===== src/rtl/instr_mem_loader.sv =====
// instr_mem_loader: assembles a big-endian byte stream into SIZE-bit words
// and writes them one per cycle into the fetch stage's instruction memory.
// Optional inter-byte timeout abort is enabled with `define LOADER_TIMEOUT_EN.
module instr_mem_loader #(
  parameter int unsigned      SIZE            = 32,
  parameter int unsigned      MAX_INSTRUCTION = 64,
  parameter logic [SIZE-1:0]  HALT_WORD       = SIZE'(32'hFFFFFFFF),
  parameter int unsigned      TIMEOUT_CYCLES  = 1000,
  localparam int unsigned     ADDR_WIDTH      = $clog2(MAX_INSTRUCTION)
) (
  input  logic                  i_clk,
  input  logic                  i_rst_n,
  input  logic                  i_start,
  input  logic [7:0]            i_byte,
  input  logic                  i_byte_valid,
  output logic                  o_byte_ready,
  output logic                  o_inst_write_enable,
  output logic [ADDR_WIDTH-1:0] o_write_addr,
  output logic [SIZE-1:0]       o_write_data,
  output logic                  o_busy,
  output logic                  o_done,
  output logic [ADDR_WIDTH:0]   o_word_count,
  output logic                  o_error
);

  localparam int unsigned NBYTES = SIZE / 8;
  localparam int unsigned BCNT_W = $clog2(NBYTES + 1);
  localparam int unsigned CNT_W  = ADDR_WIDTH + 1;

  typedef enum logic [1:0] {S_IDLE, S_RECV, S_WRITE, S_DONE} state_e;

  state_e                state_q, state_d;
  logic [SIZE-1:0]       shift_q, shift_d;
  logic [BCNT_W-1:0]     bcnt_q, bcnt_d;
  logic [ADDR_WIDTH-1:0] addr_q, addr_d;
  logic [ADDR_WIDTH-1:0] waddr_q, waddr_d;
  logic [SIZE-1:0]       wdata_q, wdata_d;
  logic                  we_q, we_d;
  logic                  ready_q, ready_d;
  logic                  busy_q, busy_d;
  logic                  done_q, done_d;
  logic [CNT_W-1:0]      wcnt_q, wcnt_d;
  logic                  accept_c;
  logic [SIZE-1:0]       word_c;

`ifdef LOADER_TIMEOUT_EN
  localparam int unsigned IDLE_W = $clog2(TIMEOUT_CYCLES + 1);
  logic [IDLE_W-1:0]     idle_q, idle_d;
  logic                  error_q, error_d;
`else
  logic                  unused_timeout_c;
  assign unused_timeout_c = ^TIMEOUT_CYCLES;
`endif

  // Next-state and next-output computation.
  always_comb begin
    state_d  = state_q;
    shift_d  = shift_q;
    bcnt_d   = bcnt_q;
    addr_d   = addr_q;
    waddr_d  = waddr_q;
    wdata_d  = wdata_q;
    we_d     = 1'b0;
    wcnt_d   = wcnt_q;
`ifdef LOADER_TIMEOUT_EN
    idle_d   = idle_q;
    error_d  = error_q;
`endif
    accept_c = i_byte_valid && ready_q;
    word_c   = SIZE'({shift_q, i_byte});

    case (state_q)
      S_IDLE, S_DONE: begin
        if (i_start) begin
          state_d = S_RECV;
          shift_d = '0;
          bcnt_d  = '0;
          addr_d  = '0;
          wcnt_d  = '0;
`ifdef LOADER_TIMEOUT_EN
          idle_d  = '0;
          error_d = 1'b0;
`endif
        end
      end
      S_RECV: begin
        if (accept_c) begin
          shift_d = word_c;
          bcnt_d  = bcnt_q + BCNT_W'(1);
`ifdef LOADER_TIMEOUT_EN
          idle_d  = '0;
`endif
          if (bcnt_q == BCNT_W'(NBYTES - 1)) begin
            bcnt_d = '0;
            if (word_c == HALT_WORD) begin
              state_d = S_DONE;
            end else begin
              state_d = S_WRITE;
              we_d    = 1'b1;
              waddr_d = addr_q;
              wdata_d = word_c;
            end
          end
        end
`ifdef LOADER_TIMEOUT_EN
        else if (idle_q == IDLE_W'(TIMEOUT_CYCLES - 1)) begin
          state_d = S_IDLE;
          error_d = 1'b1;
          bcnt_d  = '0;
        end else begin
          idle_d = idle_q + IDLE_W'(1);
        end
`endif
      end
      S_WRITE: begin
        addr_d = addr_q + ADDR_WIDTH'(1);
        wcnt_d = wcnt_q + CNT_W'(1);
        bcnt_d = '0;
`ifdef LOADER_TIMEOUT_EN
        idle_d = '0;
`endif
        state_d = (addr_q == ADDR_WIDTH'(MAX_INSTRUCTION - 1)) ? S_DONE : S_RECV;
      end
      default: state_d = S_IDLE;
    endcase

    ready_d = (state_d == S_RECV);
    busy_d  = (state_d == S_RECV) || (state_d == S_WRITE);
    done_d  = (state_d == S_DONE);
  end

  // State and registered outputs; async active-low reset clears everything.
  always_ff @(posedge i_clk or negedge i_rst_n) begin
    if (!i_rst_n) begin
      state_q <= S_IDLE;
      shift_q <= '0;
      bcnt_q  <= '0;
      addr_q  <= '0;
      waddr_q <= '0;
      wdata_q <= '0;
      we_q    <= 1'b0;
      ready_q <= 1'b0;
      busy_q  <= 1'b0;
      done_q  <= 1'b0;
      wcnt_q  <= '0;
`ifdef LOADER_TIMEOUT_EN
      idle_q  <= '0;
      error_q <= 1'b0;
`endif
    end else begin
      state_q <= state_d;
      shift_q <= shift_d;
      bcnt_q  <= bcnt_d;
      addr_q  <= addr_d;
      waddr_q <= waddr_d;
      wdata_q <= wdata_d;
      we_q    <= we_d;
      ready_q <= ready_d;
      busy_q  <= busy_d;
      done_q  <= done_d;
      wcnt_q  <= wcnt_d;
`ifdef LOADER_TIMEOUT_EN
      idle_q  <= idle_d;
      error_q <= error_d;
`endif
    end
  end

  assign o_byte_ready        = ready_q;
  assign o_inst_write_enable = we_q;
  assign o_write_addr        = waddr_q;
  assign o_write_data        = wdata_q;
  assign o_busy              = busy_q;
  assign o_done              = done_q;
  assign o_word_count        = wcnt_q;
`ifdef LOADER_TIMEOUT_EN
  assign o_error             = error_q;
`else
  assign o_error             = 1'b0;
`endif

endmodule


===== config.mk =====
export PLATFORM = sky130hd
export DESIGN_NAME = instr_mem_loader
export DESIGN_NICKNAME = d
export VERILOG_FILES = /design/src/rtl/instr_mem_loader.sv
export SDC_FILE = /design/constraint.sdc
export NUM_CORES = 1
export LEC_CHECK = 0
export ABC_AREA = 0
export BUFFER_PORTS_ARGS = -buffer_cell sky130_fd_sc_hd__buf_4
export CAP_MARGIN = 20
export CORE_MARGIN = 1
export CORE_UTILIZATION = 57
export CTS_CLUSTER_DIAMETER = 80
export DETAILED_ROUTE_END_ITERATION = 10
export PLACE_DENSITY = 0.81
export SYNTH_ARGS = -nofsm -noshare
export SYNTH_HDL_FRONTEND = slang
export SYNTH_SLANG_ARGS = --single-unit

===== constraint.sdc =====
create_clock -name i_clk -period 3.3 [get_ports i_clk]
set_input_delay 0.165 -clock i_clk [delete_from_list [all_inputs] [get_ports i_clk]]
set_output_delay 0.165 -clock i_clk [all_outputs]
set_load 0.01 [all_outputs]

==> flow_metrics.py <==
metrics = {
    "run_status": {
        "outcome": "finished, final reports clean",
    },
    "cts": {
        "h-tree-depth": 3,
        "worstSkewPairLatency_ns": 0.35,
        "cts_inserted_buffers": 9,
        "root_buffer": "clkbuf_8",
        "cts_tree": "done",
        "clkTransAtPathRegs_ns": 0.09,
        "postCtsSetupBuffers": 0,
        "clkSinkCount": 84,
        "post_cts_resized": 0,
        "cts_buffer_depth": 2,
    },
    "cells_and_area": {
        "area_growth_pct": 21.5,
        "num_antenna_cells": 0,
        "stdcell_count": 400,
        "layout_commonest_cell": "dfrtp_1",
        "layout_common_cells": "dfrtp_1 (84), buf_4 (64), mux2_2 (31)",
        "drive_above_1_share": 0.391,
        "finalNetCount": 339,
        "post-route-util": 0.717,
    },
    "timing": {
        "skew_ns": 0.00900,
        "fmax_ghz": 0.477,
        "setup_viol": 0,
        "min_period_over_period": 0.635,
        "finalCriticalPeriod_ns": 2.10,
        "rsz0062_at_grt": "false",
        "worst_pin_slew_ns": 0.539,
        "slew-limit-headroom": 0.641,
        "finalSetupTns_ns": 0,
        "layout_setup_ws_ns": 1.20,
        "finalHoldViolCount": 0,
        "drv_slew": 0,
    },
    "grt": {
        "grt_max_degree": 85,
        "grtUsageTotal": 0.230,
        "grt_pass1_vias": 2210,
        "overflow": 0,
        "antenna_found_initial": 0,
        "grt_pass1_wl_um": 10900,
    },
    "logic_synthesis": {
        "synth_nets": 274,
        "syn_avg_cell_area_um2": 13.7,
        "synth_top_family_by_area": "multiplexers",
        "synth_enable_flop_cells": 0,
        "yosys.area_share.simple": 0.0738,
        "ys_ff_latch": 84,
        "synth_compound_area_frac": 0.121,
        "yosys_warnings": 0,
        "syn_area_um2": 3490,
        "netlist_instances": 255,
        "synth_adder_area_share": 0.0251,
        "ys.flop_type": "dfrtp_1",
        "muxShareOfSynthArea": 0.145,
        "synth_async_sr_flop_share": 1.00,
        "synth-xor-area-share": 0.00501,
        "ys_seq_area_frac": 0.602,
        "synth_cell_types": 37,
    },
    "route": {
        "vias_per_cell": 5.85,
        "drt_iter0_drc": 149,
        "drc": 0,
        "drt_wl_total_um": 6790,
        "wire_per_inst_um": 17.0,
        "ant_nets": 0,
        "vias": 2340,
        "dr.pass1.iters": 4,
    },
    "floorplan": {
        "core_um2": 5920,
        "std_cell_rows": 28,
        "initial_core_util": 0.590,
        "ios": 62,
        "die_w_um": 80.3,
        "die_y_um": 80.3,
        "design.die.area_um2": 6450,
    },
    "power_and_ir_drop": {
        "power_mw": 2.90,
        "vdd_drop_max_mv": 0.447,
        "cellLeakagePower_nw": 2.15,
        "p_per_area_nw_per_um2": 684,
    },
    "worst_setup_path": {
        "worstSetupPathType": "reg -> reg",
        "cp_max_fo": 14,
        "crit_arrival_ns": 2.33,
        "startpoint_type": "flop",
        "cp-end-kind": "flop",
        "worst_ep_required_time_ns": 3.53,
    },
    "place": {
        "port_buffers": 60,
        "place_inst": 382,
        "post-dp-hpwl_um": 4590,
        "dp_slack_ns": 1.21,
        "gp_congestion": 0.756,
    },
    "run": {
        "cap_violations": 0,
    },
    "hold_path": {
        "hp-class": "in -> reg",
    },
}
worst max-delay path, cell delays in order, from the launching register on:
cell and delay (ns):
dfrtp_1 0.40, inv_1 0.11, ha_1 0.47, nor2_1 0.15, nand2_1 0.10, a21oi_1 0.05
a221oi_1 0.39, ha_1 0.32
per-stage QoR:
| step | hold slack [ns] | instance area, µm² |
|---|---|---|
| CTS | 0.0170 | 4210 |
| global placement | 0.396 | 4010 |
| detailed placement | 0.397 | 4010 |
| finish | 0.0470 | 4240 |
| floorplan | -0.131 | 3490 |
| global route | 0.0411 | 4240 |
registers in the layout (all words and copies together), names as in the netlist:
name                 flops
o_write_data            32
addr_q                   6
shift_q                 24
o_inst_write_enable      1
o_byte_ready             1
o_word_count             7
state_q                  2
o_write_addr             6
bcnt_q                   3
o_busy                   1
o_done                   1
area by class of cell:
class	instances	area, µm²
clock buffers	9	124
well taps	75	93.8
flip-flops and latches	84	2100
multi-input cells	153	1310
clock inverters	7	76.3
repair buffers	66	518
inverters	6	22.5
fillers	424	1680
cells by family after synthesis:
group	count (synthesis)
flops	84
compound gates	54
simple gates	47
mux	42
buf+inv	18
fa+ha+maj	7
xor+xnor	2
other cells	1
layer usage:
metal  vias up  global-route usage  share of wire
li1       1079                   -              -
met1      1194               0.327           0.47
met2        58               0.340           0.48
met3         9              0.0523          0.038
met4         0              0.0982          0.017
met5         -                   0              0
what timing repair did:
| action | in CTS | in global routing |
|---|---|---|
| hold buffers | 0 | 1 |
| endpoints found under the hold margin | 0 | 33 |
| endpoints found under the setup margin | 0 | 0 |
worst paths after layout:
path                                               from                      endpoint  slack, ns  depth (start not counted)
min reg2reg                o_write_data[29]$_DFFE_PN0P_  o_write_data[29]$_DFFE_PN0P_       0.51                          1
max                                state_q[0]$_DFF_PN0_              o_busy$_DFF_PN0_       1.20                          7
min in group asynchronous                       i_rst_n   o_word_count[4]$_DFFE_PN0P_       0.30                          2
min                                           i_byte[3]        shift_q[3]$_DFFE_PN0P_       0.05                          2
max reg2reg                        state_q[0]$_DFF_PN0_              o_busy$_DFF_PN0_       1.20                          7
max in group asynchronous                       i_rst_n  o_write_data[24]$_DFFE_PN0P_       2.42                          3
power breakdown:
part	switching, mW	internal (mW)	total (mW)
Combinational	0.383	0.387	0.769
Sequential	0.173	1.23	1.40
Clock	0.375	0.353	0.728
Total	0.931	1.97	2.90
Yosys cell counts, types with 4 or more instances:
library cell | number | area [µm²]
inv_1 | 6 | 22.5
nand4_1 | 9 | 56.3
mux2_2 | 31 | 349
ha_1 | 7 | 87.6
buf_2 | 7 | 35.0
nand2_1 | 14 | 52.6
dfrtp_1 | 84 | 2100
nor2_1 | 7 | 26.3
o21ai_0 | 8 | 40.0
a22o_1 | 30 | 263
mux2_4 | 9 | 135
nor3_1 | 4 | 20.0
Power figures use the tool's default switching activity.
